File: config.mk
export PLATFORM = sky130hd
export DESIGN_NAME = video_timing_gen_p
export DESIGN_NICKNAME = d
export VERILOG_FILES = /design/src/rtl/video_timing_pkg.sv /design/src/rtl/vt_delay_line.sv /design/src/rtl/video_timing_gen_p.sv
export SDC_FILE = /design/constraint.sdc
export NUM_CORES = 1
export LEC_CHECK = 0
export ABC_CLOCK_PERIOD_IN_PS = 16200
export CAP_MARGIN = 10
export CORE_MARGIN = 2
export CORE_UTILIZATION = 60
export DETAILED_ROUTE_END_ITERATION = 6
export PLACE_DENSITY_LB_ADDON = 0.1
export REMOVE_ABC_BUFFERS = 1
export SETUP_SLACK_MARGIN = 0.05
export SYNTH_ARGS = -nofsm -noshare
export SYNTH_HDL_FRONTEND = slang
export SYNTH_SLANG_ARGS = --single-unit
export TNS_END_PERCENT = 30
File: constraint.sdc
create_clock -name clk -period 16.2 [get_ports clk]
set_input_delay 3.24 -clock clk [delete_from_list [all_inputs] [get_ports clk]]
set_output_delay 3.24 -clock clk [all_outputs]
set_load 0.1 [all_outputs]
File: src/rtl/video_timing_pkg.sv
// Shared types, polarity constants and timing presets for the video timing generator.
// The preset struct uses the default counter width; non-default widths take fields directly.
package video_timing_pkg;

    localparam int unsigned CW_DEF = 16;

    localparam logic SYNC_POL_HIGH = 1'b1;
    localparam logic SYNC_POL_LOW  = 1'b0;

    typedef struct packed {
        logic [CW_DEF-1:0] h_active;
        logic [CW_DEF-1:0] h_fp;
        logic [CW_DEF-1:0] h_sync;
        logic [CW_DEF-1:0] h_bp;
        logic [CW_DEF-1:0] v_active;
        logic [CW_DEF-1:0] v_fp;
        logic [CW_DEF-1:0] v_sync;
        logic [CW_DEF-1:0] v_bp;
    } timing_cfg_t;

    localparam timing_cfg_t TIMING_1080P = '{
        h_active: 16'd1920, h_fp: 16'd88, h_sync: 16'd44, h_bp: 16'd148,
        v_active: 16'd1080, v_fp: 16'd4, v_sync: 16'd5, v_bp: 16'd36
    };

    localparam timing_cfg_t TIMING_720P = '{
        h_active: 16'd1280, h_fp: 16'd110, h_sync: 16'd40, h_bp: 16'd220,
        v_active: 16'd720, v_fp: 16'd5, v_sync: 16'd5, v_bp: 16'd20
    };

    localparam timing_cfg_t TIMING_TEST_SMALL = '{
        h_active: 16'd8, h_fp: 16'd2, h_sync: 16'd2, h_bp: 16'd2,
        v_active: 16'd4, v_fp: 16'd1, v_sync: 16'd1, v_bp: 16'd1
    };

    // Shift amount turning a beat index into the first pixel index of that beat.
    function automatic int unsigned ppc_shift(input int unsigned ppc);
        return (ppc >= 4) ? 2 : (ppc >= 2) ? 1 : 0;
    endfunction

endpackage

File: src/rtl/vt_delay_line.sv
// Fixed-depth single-bit shift register with synchronous reset to a chosen idle level.
module vt_delay_line #(
    parameter int unsigned DLY     = 2,
    parameter logic        RST_VAL = 1'b0
) (
    input  logic clk,
    input  logic rst,
    input  logic din,
    output logic dout
);

    logic [DLY-1:0] sr;

    always_ff @(posedge clk) begin
        if (rst) begin
            sr <= {DLY{RST_VAL}};
        end else begin
            sr[0] <= din;
            for (int i = 1; i < DLY; i++) begin
                sr[i] <= sr[i-1];
            end
        end
    end

    assign dout = sr[DLY-1];

endmodule

File: src/rtl/video_timing_gen_p.sv
// Runtime-configurable video timing generator with shadowed config, early-valid lead,
// delayed sync/valid copies and frame/line markers. Outputs are registered from next counts.
module video_timing_gen_p
    import video_timing_pkg::*;
#(
    parameter int unsigned PPC      = 1,
    parameter int unsigned CW       = CW_DEF,
    parameter int unsigned PRE_LEAD = 2,
    parameter int unsigned DLY      = 2,
    parameter logic        HS_POL   = SYNC_POL_HIGH,
    parameter logic        VS_POL   = SYNC_POL_HIGH
) (
    input  logic          clk,
    input  logic          rst,
    input  logic          en_i,
    input  logic [CW-1:0] cfg_h_active,
    input  logic [CW-1:0] cfg_h_fp,
    input  logic [CW-1:0] cfg_h_sync,
    input  logic [CW-1:0] cfg_h_bp,
    input  logic [CW-1:0] cfg_v_active,
    input  logic [CW-1:0] cfg_v_fp,
    input  logic [CW-1:0] cfg_v_sync,
    input  logic [CW-1:0] cfg_v_bp,
    output logic          hsync_o,
    output logic          hsync_d_o,
    output logic          vsync_o,
    output logic          valid_h_o,
    output logic          pre_valid_h_o,
    output logic          valid_h_d_o,
    output logic          valid_v_o,
    output logic          de_o,
    output logic          sof_o,
    output logic          eol_o,
    output logic [CW-1:0] x_o,
    output logic [CW-1:0] y_o,
    output logic [CW-1:0] frame_cnt_o
);

    localparam int unsigned TW  = CW + 2;
    localparam int unsigned XSH = ppc_shift(PPC);

    typedef struct packed {
        logic [CW-1:0] h_active;
        logic [CW-1:0] h_fp;
        logic [CW-1:0] h_sync;
        logic [CW-1:0] h_bp;
        logic [CW-1:0] v_active;
        logic [CW-1:0] v_fp;
        logic [CW-1:0] v_sync;
        logic [CW-1:0] v_bp;
    } cfg_t;

    cfg_t          cfg_in, shadow_q, shadow_d, cur;
    logic          running_q;
    logic [CW-1:0] h_q, v_q, frame_q, h_d, v_d, frame_d;
    logic [TW-1:0] h_tot_s, v_tot_s, h_tot_c, v_tot_c;
    logic [TW-1:0] ha_c, va_c, hs_lo, hs_hi, vs_lo, vs_hi, h_dw, v_dw, hp_raw, hp;
    logic          h_last, v_last, start, ahead, vact_ahead, hs_act, vs_act;
    logic          hsync_n, vsync_n, valid_h_n, valid_v_n, pre_n, sof_n, eol_n;
    logic [CW-1:0] x_n, y_n;
    logic          hsync_q, vsync_q, valid_h_q, valid_v_q, pre_q, de_q, sof_q, eol_q;
    logic [CW-1:0] x_q, y_q;

    assign cfg_in = '{
        h_active: cfg_h_active, h_fp: cfg_h_fp, h_sync: cfg_h_sync, h_bp: cfg_h_bp,
        v_active: cfg_v_active, v_fp: cfg_v_fp, v_sync: cfg_v_sync, v_bp: cfg_v_bp
    };

    always_comb begin
        h_tot_s = TW'(shadow_q.h_active) + TW'(shadow_q.h_fp) + TW'(shadow_q.h_sync)
                + TW'(shadow_q.h_bp);
        v_tot_s = TW'(shadow_q.v_active) + TW'(shadow_q.v_fp) + TW'(shadow_q.v_sync)
                + TW'(shadow_q.v_bp);
        // ">=" keeps a zero-length total from stalling the counters.
        h_last  = (TW'(h_q) + TW'(1)) >= h_tot_s;
        v_last  = (TW'(v_q) + TW'(1)) >= v_tot_s;
        start   = en_i && (!running_q || (h_last && v_last));
        // The beat being produced belongs to a new frame whenever start is set.
        cur      = start ? cfg_in : shadow_q;
        shadow_d = (!en_i || start) ? cfg_in : shadow_q;

        h_d     = h_q;
        v_d     = v_q;
        frame_d = frame_q;
        if (!en_i || !running_q) begin
            h_d = '0;
            v_d = '0;
        end else if (h_last) begin
            h_d = '0;
            if (v_last) begin
                v_d     = '0;
                frame_d = frame_q + CW'(1);
            end else begin
                v_d = v_q + CW'(1);
            end
        end else begin
            h_d = h_q + CW'(1);
        end
    end

    always_comb begin
        h_tot_c = TW'(cur.h_active) + TW'(cur.h_fp) + TW'(cur.h_sync) + TW'(cur.h_bp);
        v_tot_c = TW'(cur.v_active) + TW'(cur.v_fp) + TW'(cur.v_sync) + TW'(cur.v_bp);
        ha_c    = TW'(cur.h_active);
        va_c    = TW'(cur.v_active);
        hs_lo   = ha_c + TW'(cur.h_fp);
        hs_hi   = hs_lo + TW'(cur.h_sync);
        vs_lo   = va_c + TW'(cur.v_fp);
        vs_hi   = vs_lo + TW'(cur.v_sync);
        h_dw    = TW'(h_d);
        v_dw    = TW'(v_d);

        valid_h_n = en_i && (h_dw < ha_c);
        valid_v_n = en_i && (v_dw < va_c);
        hs_act    = en_i && (h_dw >= hs_lo) && (h_dw < hs_hi);
        vs_act    = en_i && (v_dw >= vs_lo) && (v_dw < vs_hi);
        hsync_n   = hs_act ? HS_POL : ~HS_POL;
        vsync_n   = vs_act ? VS_POL : ~VS_POL;

        // Look PRE_LEAD beats ahead; a wrap lands on the following line.
        hp_raw = h_dw + TW'(PRE_LEAD);
        ahead  = hp_raw >= h_tot_c;
        hp     = ahead ? (hp_raw - h_tot_c) : hp_raw;
        if (!ahead) begin
            vact_ahead = v_dw < va_c;
        end else if ((v_dw + TW'(1)) >= v_tot_c) begin
            vact_ahead = 1'b1;
        end else begin
            vact_ahead = (v_dw + TW'(1)) < va_c;
        end
        pre_n = en_i && (hp < ha_c) && vact_ahead;

        sof_n = en_i && (h_d == '0) && (v_d == '0);
        eol_n = en_i && (h_dw == ha_c - TW'(1)) && (v_dw < va_c);
        x_n   = valid_h_n ? (h_d << XSH) : '0;
        y_n   = valid_v_n ? v_d : '0;
    end

    always_ff @(posedge clk) begin
        if (rst) begin
            shadow_q  <= cfg_in;
            running_q <= 1'b0;
            h_q       <= '0;
            v_q       <= '0;
            frame_q   <= '0;
            hsync_q   <= ~HS_POL;
            vsync_q   <= ~VS_POL;
            valid_h_q <= 1'b0;
            valid_v_q <= 1'b0;
            pre_q     <= 1'b0;
            de_q      <= 1'b0;
            sof_q     <= 1'b0;
            eol_q     <= 1'b0;
            x_q       <= '0;
            y_q       <= '0;
        end else begin
            shadow_q  <= shadow_d;
            running_q <= en_i;
            h_q       <= h_d;
            v_q       <= v_d;
            frame_q   <= frame_d;
            hsync_q   <= hsync_n;
            vsync_q   <= vsync_n;
            valid_h_q <= valid_h_n;
            valid_v_q <= valid_v_n;
            pre_q     <= pre_n;
            de_q      <= valid_h_n & valid_v_n;
            sof_q     <= sof_n;
            eol_q     <= eol_n;
            x_q       <= x_n;
            y_q       <= y_n;
        end
    end

    vt_delay_line #(.DLY(DLY), .RST_VAL(~HS_POL)) u_hsync_dly (
        .clk  (clk),
        .rst  (rst),
        .din  (hsync_q),
        .dout (hsync_d_o)
    );

    vt_delay_line #(.DLY(DLY), .RST_VAL(1'b0)) u_valid_h_dly (
        .clk  (clk),
        .rst  (rst),
        .din  (valid_h_q),
        .dout (valid_h_d_o)
    );

    assign hsync_o       = hsync_q;
    assign vsync_o       = vsync_q;
    assign valid_h_o     = valid_h_q;
    assign valid_v_o     = valid_v_q;
    assign pre_valid_h_o = pre_q;
    assign de_o          = de_q;
    assign sof_o         = sof_q;
    assign eol_o         = eol_q;
    assign x_o           = x_q;
    assign y_o           = y_q;
    assign frame_cnt_o   = frame_q;

endmodule

* Word-level counts from Yosys, hierarchy flattened
Cells that the tools add are included.
** Storage, ports and cells
- Flip-flop bits (word level) :: 221
- Bits of input ports :: 131
- Logic and storage cells :: 100
** Cells by class
- Add/subtract/negate cells :: 21
- Order comparisons :: 12
- Equality and inequality tests :: 1
- Multiplexer cells :: 13
- Bitwise operators :: 4
- Reductions and logical operators :: 25
** Operator list (count)
- $mux W128 :: 3
- $mux W16 :: 5
- $add A17 B16 Y18 :: 4
- $add A18 B16 Y18 :: 4
- $add A16 B16 Y17 :: 4
- $ge A17 B18 Y1 :: 3
- $add A16 B1 Y17 const B :: 3
- $add A16 B1 Y16 const B :: 3
- $lt A16 B18 Y1 :: 2
- $ge A16 B17 Y1 :: 2
- $logic_not A16 Y1 :: 2
- $lt A16 B16 Y1 :: 2
- $eq A16 B18 Y1 :: 1
- $ge A18 B18 Y1 :: 1
- $lt A18 B16 Y1 :: 1
- $mux W18 :: 1
- $sub A17 B18 Y18 :: 1
- $add A16 B2 Y17 const B :: 1
- $lt A17 B16 Y1 :: 1
- $sub A16 B1 Y17 const B :: 1
- $logic_and A1 B1 Y1 :: 14
- $mux W1 :: 4
- $reduce_or A2 Y1 :: 2
- $logic_or A1 B1 Y1 :: 3
- 5 further kinds :: 8

* Logic depth before layout (Yosys ltp)
- Depth after elaboration :: 16
- Depth in mapped cells :: 83
- Depth with buffers taken out :: 77

* Cells and area by module
From an unflattened synthesis, not the netlist that was laid out.
** Second synthesis, totals
- Cells, all modules :: 2511
- Area, all modules :: 21972.3 um^2
** Modules (own cells, without submodules)
- video_timing_gen_p :: instances 1, cells an instance 2503, area each 21867.2 um^2
- vt_delay_line :: instances 2, cells an instance 4, area each 52.6 um^2

* Worst setup path after synthesis
No wires, ideal clock.
- Path kind :: reg-to-reg
- Start point :: register shadow_q[18] (netlist bit)
- End point :: register pre_q, in the netlist pre_valid_h_o
- Library setup time :: 0.079 ns
- Arrival time :: 14.611 ns
- Required time :: 16.121 ns
- Slack :: 1.509 ns
- Cell stages (with the launch flop) :: 83
- Path buffers :: 7
- Period minus slack after synthesis :: 14.691 ns
- Cells stage by stage :: edfxtp_1 inv_1 fa_1 fa_1 inv_1 ha_1 a21o_1 a21oi_1 o21bai_1 a21oi_1 o21bai_1 a21oi_1 o21ai_0 a21oi_1 o21bai_1 a21oi_1 o21bai_1 a21oi_1 [47 not listed] clkbuf_1 nand2_1 o31ai_1 ha_1 a21o_1 a21oi_1 nor2b_1 o21ai_0 nand2b_1 a21oi_1 nor2b_1 o21ai_0 nand2b_1 nor2_1 nor3_1 o31ai_1 nand3_1 a211oi_2
** Between the ends
- Word-level cells in the longest chain between the ends :: 15
- Elaborated cells on any way between the ends :: 28
- Classes of those cells :: 10 x add/sub; 6 x order compare; 7 x mux; 5 x reduce/logical
** Ends and longest elaborated chain
- start: declaration :: RTL line video_timing_gen_p.sv:53 : cfg_t cfg_in, shadow_q, shadow_d, cur;
- start signal: assignment :: RTL line video_timing_gen_p.sv:141 : shadow_q <= cfg_in;
- start signal: assignment :: RTL line video_timing_gen_p.sv:157 : shadow_q <= shadow_d;
- $add A17 B16 Y18 :: RTL line video_timing_gen_p.sv:72 : v_tot_s = TW'(shadow_q.v_active) + TW'(shadow_q.v_fp) + TW'(shadow_q.v_sync)
- $add A18 B16 Y18 :: RTL line video_timing_gen_p.sv:73 : + TW'(shadow_q.v_bp);
- $ge A17 B18 Y1 :: RTL line video_timing_gen_p.sv:76 : v_last = (TW'(v_q) + TW'(1)) >= v_tot_s;
- $logic_and A1 B1 Y1 :: RTL line video_timing_gen_p.sv:77 : start = en_i && (!running_q || (h_last && v_last));
- $logic_or A1 B1 Y1 :: RTL line video_timing_gen_p.sv:77
- $logic_and A1 B1 Y1 :: RTL line video_timing_gen_p.sv:77
- $mux W128 :: RTL line video_timing_gen_p.sv:79 : cur = start ? cfg_in : shadow_q;
- $add A16 B16 Y17 :: RTL line video_timing_gen_p.sv:102 : h_tot_c = TW'(cur.h_active) + TW'(cur.h_fp) + TW'(cur.h_sync) + TW'(cur.h_bp);
- $add A17 B16 Y18 :: RTL line video_timing_gen_p.sv:102
- $add A18 B16 Y18 :: RTL line video_timing_gen_p.sv:102
- $sub A17 B18 Y18 / $ge A17 B18 Y1 (equally long branches) :: RTL line video_timing_gen_p.sv:123, video_timing_gen_p.sv:122
- $mux W18 :: RTL line video_timing_gen_p.sv:123 : hp = ahead ? (hp_raw - h_tot_c) : hp_raw;
- $lt A18 B16 Y1 :: RTL line video_timing_gen_p.sv:131 : pre_n = en_i && (hp < ha_c) && vact_ahead;
- $logic_and A1 B1 Y1 :: RTL line video_timing_gen_p.sv:131
- $logic_and A1 B1 Y1 (*) :: RTL line video_timing_gen_p.sv:131
- end signal: assignment :: RTL line video_timing_gen_p.sv:166 : pre_q <= pre_n;
- end: declaration :: RTL line video_timing_gen_p.sv:61 : logic hsync_q, vsync_q, valid_h_q, valid_v_q, pre_q, de_q, sof_q, eol_q;
Mark *: on every way between the ends. The rest lies on a longest branch, timed or not.
A chain may end at the register's enable or synchronous reset.

* Worst setup path in the final report
- Start point :: register shadow_q[82] (netlist bit)
- End point :: register pre_q, in the netlist pre_valid_h_o
** Between the ends
- Word-level cells in the longest chain between the ends :: 15
- Elaborated cells on any way between the ends :: 30
- Classes of those cells :: 11 x add/sub; 6 x order compare; 8 x mux; 5 x reduce/logical
** Ends and longest elaborated chain
- $add A17 B16 Y18 :: RTL line video_timing_gen_p.sv:70 : h_tot_s = TW'(shadow_q.h_active) + TW'(shadow_q.h_fp) + TW'(shadow_q.h_sync)
- $add A18 B16 Y18 :: RTL line video_timing_gen_p.sv:71 : + TW'(shadow_q.h_bp);
- $ge A17 B18 Y1 :: RTL line video_timing_gen_p.sv:75 : h_last = (TW'(h_q) + TW'(1)) >= h_tot_s;
- $logic_and A1 B1 Y1 :: RTL line video_timing_gen_p.sv:77
- $logic_or A1 B1 Y1 :: RTL line video_timing_gen_p.sv:77
- $logic_and A1 B1 Y1 :: RTL line video_timing_gen_p.sv:77
- $mux W128 :: RTL line video_timing_gen_p.sv:79
- $add A16 B16 Y17 :: RTL line video_timing_gen_p.sv:102
- $add A17 B16 Y18 :: RTL line video_timing_gen_p.sv:102
- $add A18 B16 Y18 :: RTL line video_timing_gen_p.sv:102
- $sub A17 B18 Y18 / $ge A17 B18 Y1 (equally long branches) :: RTL line video_timing_gen_p.sv:123, video_timing_gen_p.sv:122
- $mux W18 :: RTL line video_timing_gen_p.sv:123
- $lt A18 B16 Y1 :: RTL line video_timing_gen_p.sv:131
- $logic_and A1 B1 Y1 :: RTL line video_timing_gen_p.sv:131
- $logic_and A1 B1 Y1 (*) :: RTL line video_timing_gen_p.sv:131
Marks and branches as above.

==> metrics <==
VDD IR max 117 µV; Num CTS Buffers 27; period utilization 92.6%; setup TNS 0 ns; Synth Area in XOR/XNOR 8.54%; Clock power frac 18.7%; Switching Power 1.48 mW; Synth area leader ha_1; Int Pwr 1.87 mW; ys flop type edfxtp_1; normalized max-slew margin 18.9%; largest net degree at the start of global routing 55; clock-pin slew on the worst setup and hold paths 0.06 ns; switching power share of the total 44.3%; CP dominant cell by count a21oi_1; Fin. Hold Viols 0; CP Max Fanout 15; Starting Density 60.7%; status completed; async set-reset flop share out of synthesis 0%; unrepaired setup endpoints after global routing false; critical path required time 16.68 ns; core box area 0.0364 mm²; maxcap violations 0; post-synthesis compound-gate area fraction 15.0%; DR iter-0 viols 1412; initial antenna violation count 0; Vias 18500; die area 0.0384 mm²; Pleak 12.1 nW; PwrDens 131 mW/mm²; adder-cell share of the synthesized area 24.9%; number of clock sinks 221; Comb power frac 62.4%; number of synthesis warnings 0; Post-DP HPWL 50400 µm; Slew @ Worst Pin 1.20 ns; ANT nets after route 0; Max stage delay on crit path 0.59 ns; DIE WIDTH 196 µm; post-synthesis mux area share 6.88%; Hold Crit Class register to register; Final Instance Area 0.0256 mm²; CP max stage cell fa_1; Synth area leaders ha_1 18%, edfxtp_1 17%, dfxtp_1 8.4%, fa_1 6.4%, inv_1 5.9%; Syn-to-layout area delta 15.9%; first-pass GRT wire length 97000 µm; Slew Limit Fails 0; num rows 70; First-pass DRT Iterations 6; synthesized area per cell 9.19 µm²; Yosys cell types 83; H-tree levels 1; total track usage 32.0%; Synth Instances 2405; Yosys top cell area share 18.2%; Fillers 2872; DP Cell Count 3042; Setup CP Type register to register; sequential share of power 18.9%; CTS Buffer Depth 3; Final nets 3134; min cycle time layout 15.01 ns; clk_lat worst skew 0.56 ns; Yosys reg bits 221; Worst Path Arrival 15.49 ns; CTS tree done; Clock Skew 0.0107 ns; Ports 189; startpoint types register; EDFF count, synth 128; non-filler cells, final 3098; input/output buffers 188; Placer Congestion 0.944; Netlist Area Pre-Place 0.0221 mm²; DP Area 0.0246 mm²; number of vias per cell 5.96; vias in the first global route 18100; f_max 0.0666 GHz; CTS root buf clkbuf_16; WL final 62300 µm; largest family of logic cells by synthesized area adder cells; Simple-Gate Fraction of Synth Area 12.4%; hold buffer count at cts 0; WL/cell 20.1 µm; CP Capture Type register; grt total ovfl 0; total power 3.35 mW; sequential area share after synthesis 25.8%; Remaining DRCs 0; # setup viols final 0; share of layout cells above drive strength 1 7.76%; Die Y 196 µm; ant diodes 0
## per-layer routing
layer  global-route usage (%)  share of wire [%]  vias to the layer above
met5                        0                  0                        -
met4                     9.26                3.0                        0
met3                     6.72                9.4                       98
met2                     48.3                 41                      751
met1                     46.2                 46                     8723
li1                         -                  -                     8884
## critical path: cells and delay by family, from the launching register on
kind            cells  cell delay, ns
xor+xnor            3            0.60
compound gates     39            7.30
buf+inv             7            0.88
flops               1            0.39
mux                 1            0.41
fa+ha+maj          10            3.53
simple gates       15            1.79
## final cells by class
cell class	count	area, µm²	area share, %
repair buffers	208	2070	8.07
flip-flops and latches	221	5710	22.3
clock inverters	16	113	0.439
multi-input cells	1802	15000	58.6
well taps	468	586	2.29
clock buffers	33	815	3.18
inverters	350	1310	5.13
## through the flow
| step | util (%) | hold slack, ns | setup WS, ns |
|---|---|---|---|
| detailed placement | 67.4 | 0.442 | 1.28 |
| CTS | 70.0 | 0.462 | 1.22 |
| finish | 70.3 | 0.461 | 1.19 |
| floorplan | - | 0.414 | -1.38 |
| global placement | 67.4 | 0.427 | 1.86 |
| global route | 70.3 | 0.468 | 0.0522 |
## synth_stat cells (33+ instances only)
| library cell | number |
|---|---|
| dfxtp_1 | 93 |
| nand2_1 | 101 |
| inv_1 | 350 |
| ha_1 | 322 |
| nor3_1 | 38 |
| mux2i_1 | 38 |
| fa_1 | 71 |
| xor2_1 | 70 |
| nor2_1 | 160 |
| mux2_2 | 98 |
| o21ai_0 | 84 |
| xnor2_1 | 141 |
| a21oi_1 | 155 |
| nand4_1 | 38 |
| nor2b_1 | 33 |
| edfxtp_1 | 128 |
| nand3_1 | 57 |
| o21a_1 | 47 |
| a21o_1 | 58 |
## layout by cell type, fill, tap and decap left out, types with 9 or more instances in the layout
cell type | synthesis | routed
inv_1 | 350 | 350
ha_1 | 322 | 322
clkdlybuf4s50_1 | 0 | 187
nor2_1 | 160 | 160
a21oi_1 | 155 | 155
xnor2_1 | 141 | 141
edfxtp_1 | 128 | 128
nand2_1 | 101 | 101
mux2_2 | 98 | 98
dfxtp_1 | 93 | 93
o21ai_0 | 84 | 83
fa_1 | 71 | 71
xor2_1 | 70 | 70
a21o_1 | 58 | 58
nand3_1 | 57 | 56
o21a_1 | 47 | 47
nand4_1 | 38 | 38
nor3_1 | 38 | 38
mux2i_1 | 38 | 34
nor2b_1 | 33 | 33
o21bai_1 | 32 | 32
clkbuf_16 | 0 | 32
nand2b_1 | 28 | 28
and3_1 | 25 | 25
nor4_1 | 20 | 20
buf_4 | 0 | 16
a211oi_1 | 14 | 14
o31ai_1 | 14 | 14
o211ai_1 | 12 | 12
or3_1 | 12 | 12
a31oi_1 | 9 | 9
## sequential cells by signal, indices dropped and copies added (netlist names), 2 cells and up
| name | flops |
|---|---|
| shadow_q | 128 |
| v_q | 16 |
| u_valid_h_dly.sr | 2 |
| y_o | 16 |
| x_o | 16 |
| h_q | 16 |
| u_hsync_dly.sr | 2 |
| frame_cnt_o | 16 |
## cell families after synthesis
kind of cell,count (synthesis)
xor gates and xnor gates,213
adders and majority gates,398
muxes,138
and+or+nand+nor,550
AOI/OAI and AO/OA,502
buffers and inverters,383
DFF,221
## worst paths after layout
| kind | startpoint | to | slack [ns] | cells past startpoint |
|---|---|---|---|---|
| worst max register to register | shadow_q[82] | pre_valid_h_o | 1.19 | 75 |
| worst max-delay path | shadow_q[82] | pre_valid_h_o | 1.19 | 75 |
| worst min register to register | u_valid_h_dly.sr[0] | u_valid_h_dly.sr[1] | 0.46 | 1 |
| worst min-delay path | u_valid_h_dly.sr[0] | u_valid_h_dly.sr[1] | 0.46 | 1 |
## power by group through the flow
stage	clock network [mW]	logic [mW]	registers, mW
global placement	0	1.99	0.641
CTS	0.639	2.05	0.631
floorplan	0	1.54	0.648
global route	0.655	2.31	0.633
detailed placement	0	2.03	0.642
finish	0.628	2.09	0.631
## repair_timing
action | 4_1_cts | 5_1_grt
setup endpoints to repair | 0 | 1
setup buffers | 0 | 6
resized for setup | 0 | 8
No activity file was read; power rests on OpenSTA's default activity.
==> RTL edit (same settings) <==
`DLY` is set to 2 in 2 places; all go to 1.
--- a/src/rtl/vt_delay_line.sv
+++ b/src/rtl/vt_delay_line.sv
@@ -2,3 +2,3 @@
 module vt_delay_line #(
-    parameter int unsigned DLY     = 2,
+    parameter int unsigned DLY     = 1,
     parameter logic        RST_VAL = 1'b0
--- a/src/rtl/video_timing_gen_p.sv
+++ b/src/rtl/video_timing_gen_p.sv
@@ -8,3 +8,3 @@
     parameter int unsigned PRE_LEAD = 2,
-    parameter int unsigned DLY      = 2,
+    parameter int unsigned DLY      = 1,
     parameter logic        HS_POL   = SYNC_POL_HIGH,
Behaviour: not the same (Yosys sat finds a counterexample within 4 cycles, from zero or initial values and one cycle with rst high).
==> RTL edit against the original RTL <==
- die area decreased by 1.5%
- setup slack got worse by 0.029 ns
- total power decreased by 1.2%
- first-iteration DRC count increased by 3.8%
- sequential cell count decreased by 2
- routed wire length increased by 2.0%
- global-route usage increased by 1.1 points
- combinational power decreased by 2%
- area after synthesis decreased by 1.5%
- utilization increased by 0.30 points
- clock skew increased by 0.0036 ns
- sequential share of layout area increased by 0.23 points
- final area decreased by 1.7%
- critical path type unchanged
==> RTL edit: results (changes against the original RTL) <==
Clock transition at path regs roughly 0.07 ns; Post-synth ARST share 0% (unchanged); fraction of layout instances using a drive strength above 1 4.63% (-3.1 points); Max-slew headroom 18.4% (-0.44 points); EDFF count, synth 128 (unchanged); Wirelength per Cell 20.1 µm (about the same); largest net degree at the start of global routing 70 (+27%); number of flip-flops in the largest register 128 (unchanged); clk root buf clkbuf_16; YS warnings 0 (unchanged); n_diodes 0 (unchanged); critical path's slowest cell fa_1; CP max stage delay 0.59 ns (about the same); Seq/Total Area, Yosys 26.0% (+0.22 points); multi-input logic area 14,700 µm² (-2.4%); Hold Crit Class reg2reg; clock buffer depth 3 (unchanged); nets@finish 3,206 (+2.3%); Commonest cells post-synth inv_1 (343), ha_1 (322), nand2_1 (184); worst endpoint data arrival time 15.50 ns (about the same); Most flops, register shadow_q; Routed Wire Length 63,600 µm (+2.0%); first-pass GRT wire length 99,200 µm (+2.3%); Tot GR Track Use 33.1% (+1.1 points); total CTS buffers 26 (-3.7%); DR vias/cell 5.94 (-0.34%); Leak 11.9 nW (-1.4%); GPL Wtd Cong 0.948 (+0.33%); Clk Latency, worst-skew pair 0.56 ns (about the same); initial antenna violation count 0 (unchanged); top cells by area, synth ha_1 (19%), edfxtp_1 (18%), dfxtp_1 (8.4%), fa_1 (6.5%), inv_1 (5.9%); ys flop type edfxtp_1; Max FO, Critical Path 17 (+2); worst slack, placed 0.722 ns (-0.556 ns); post-synth cell types 80 (-3.6%); htree depth 1 (unchanged); number of port buffers 188 (unchanged); vias in the first global route 18.4k (+1.9%); fill count 2,819 (-1.8%); initial drt markers 1,466 (+3.8%); HPWL Detailed 50,900 µm (+0.90%); clock skew 0.0143 ns (+0.00361 ns); Placed Area 24,200 µm² (-1.6%); maximum vdd drop 0.0944 mV (-20%); outcome finished clean; 1st-pass router iterations 5 (-1); Gate Count Post-Synth 2,488 (+3.5%); Post-Place Cells 3,110 (+2.2%)
-- RTL edit: changes by cell type after synthesis, sizes merged, moves of 10 or more --
| cell | before | now |
|---|---|---|
| and3 | 25 | 35 |
| xnor2 | 141 | 125 |
| o21a | 47 | 35 |
| nand2 | 101 | 184 |
| mux2 | 99 | 24 |
| nor2 | 160 | 172 |
| nand3 | 58 | 47 |
| o21ai | 88 | 183 |
-- RTL edit: final timing paths --
path	from	endpoint	slack, ns	cells past startpoint
max	shadow_q[82]	pre_valid_h_o	1.16	74
min	valid_h_o	u_valid_h_dly.dout	0.47	1
max reg2reg	shadow_q[82]	pre_valid_h_o	1.16	74
min reg2reg	valid_h_o	u_valid_h_dly.dout	0.47	1
-- RTL edit: layout make-up --
| class | instances | area share, % |
|---|---|---|
| inverters | 344 | 5.13 |
| flip-flops and latches | 219 | 22.5 |
| repair buffers | 209 | 8.13 |
| multi-input cells | 1882 | 58.2 |
| well taps | 461 | 2.29 |
| clock buffers | 33 | 3.19 |
| clock inverters | 15 | 0.542 |
-- RTL edit: kinds of logic after synthesis --
logic type,synth area share [%]
buf+inv,6.84
fa+ha+maj,25.1
mux,2.84
compound gates,15.9
xor+xnor,8.39
flops,26.0
simple gates,14.9
-- RTL edit: layer usage --
metal | wire length (µm) | vias to the layer above | global-route usage (%)
li1 | - | 9059 | -
met1 | 29300 | 8870 | 48.3
met2 | 27200 | 758 | 50.8
met3 | 5800 | 93 | 6.73
met4 | 1290 | 0 | 6.75
met5 | 0 | - | 0
-- RTL edit: worst max-delay path, delay by kind of cell, from the launching register on --
kind	cells	cell delay, ns
compound gates	33	6.17
simple gates	23	3.65
fa+ha+maj	9	3.28
buf+inv	5	0.57
xor+xnor	3	0.54
flops	1	0.36
mux	1	0.32
-- RTL edit: repair_timing --
action	4_1_cts	5_1_grt
setup endpoints to repair	0	1
hold buffers	0	0
buffers inserted	0	4
resized for setup	0	6
-- RTL edit: power breakdown --
group | switching, mW | internal (mW)
registers | 0.0102 | 0.612
logic | 1.21 | 0.842
clock network | 0.252 | 0.383
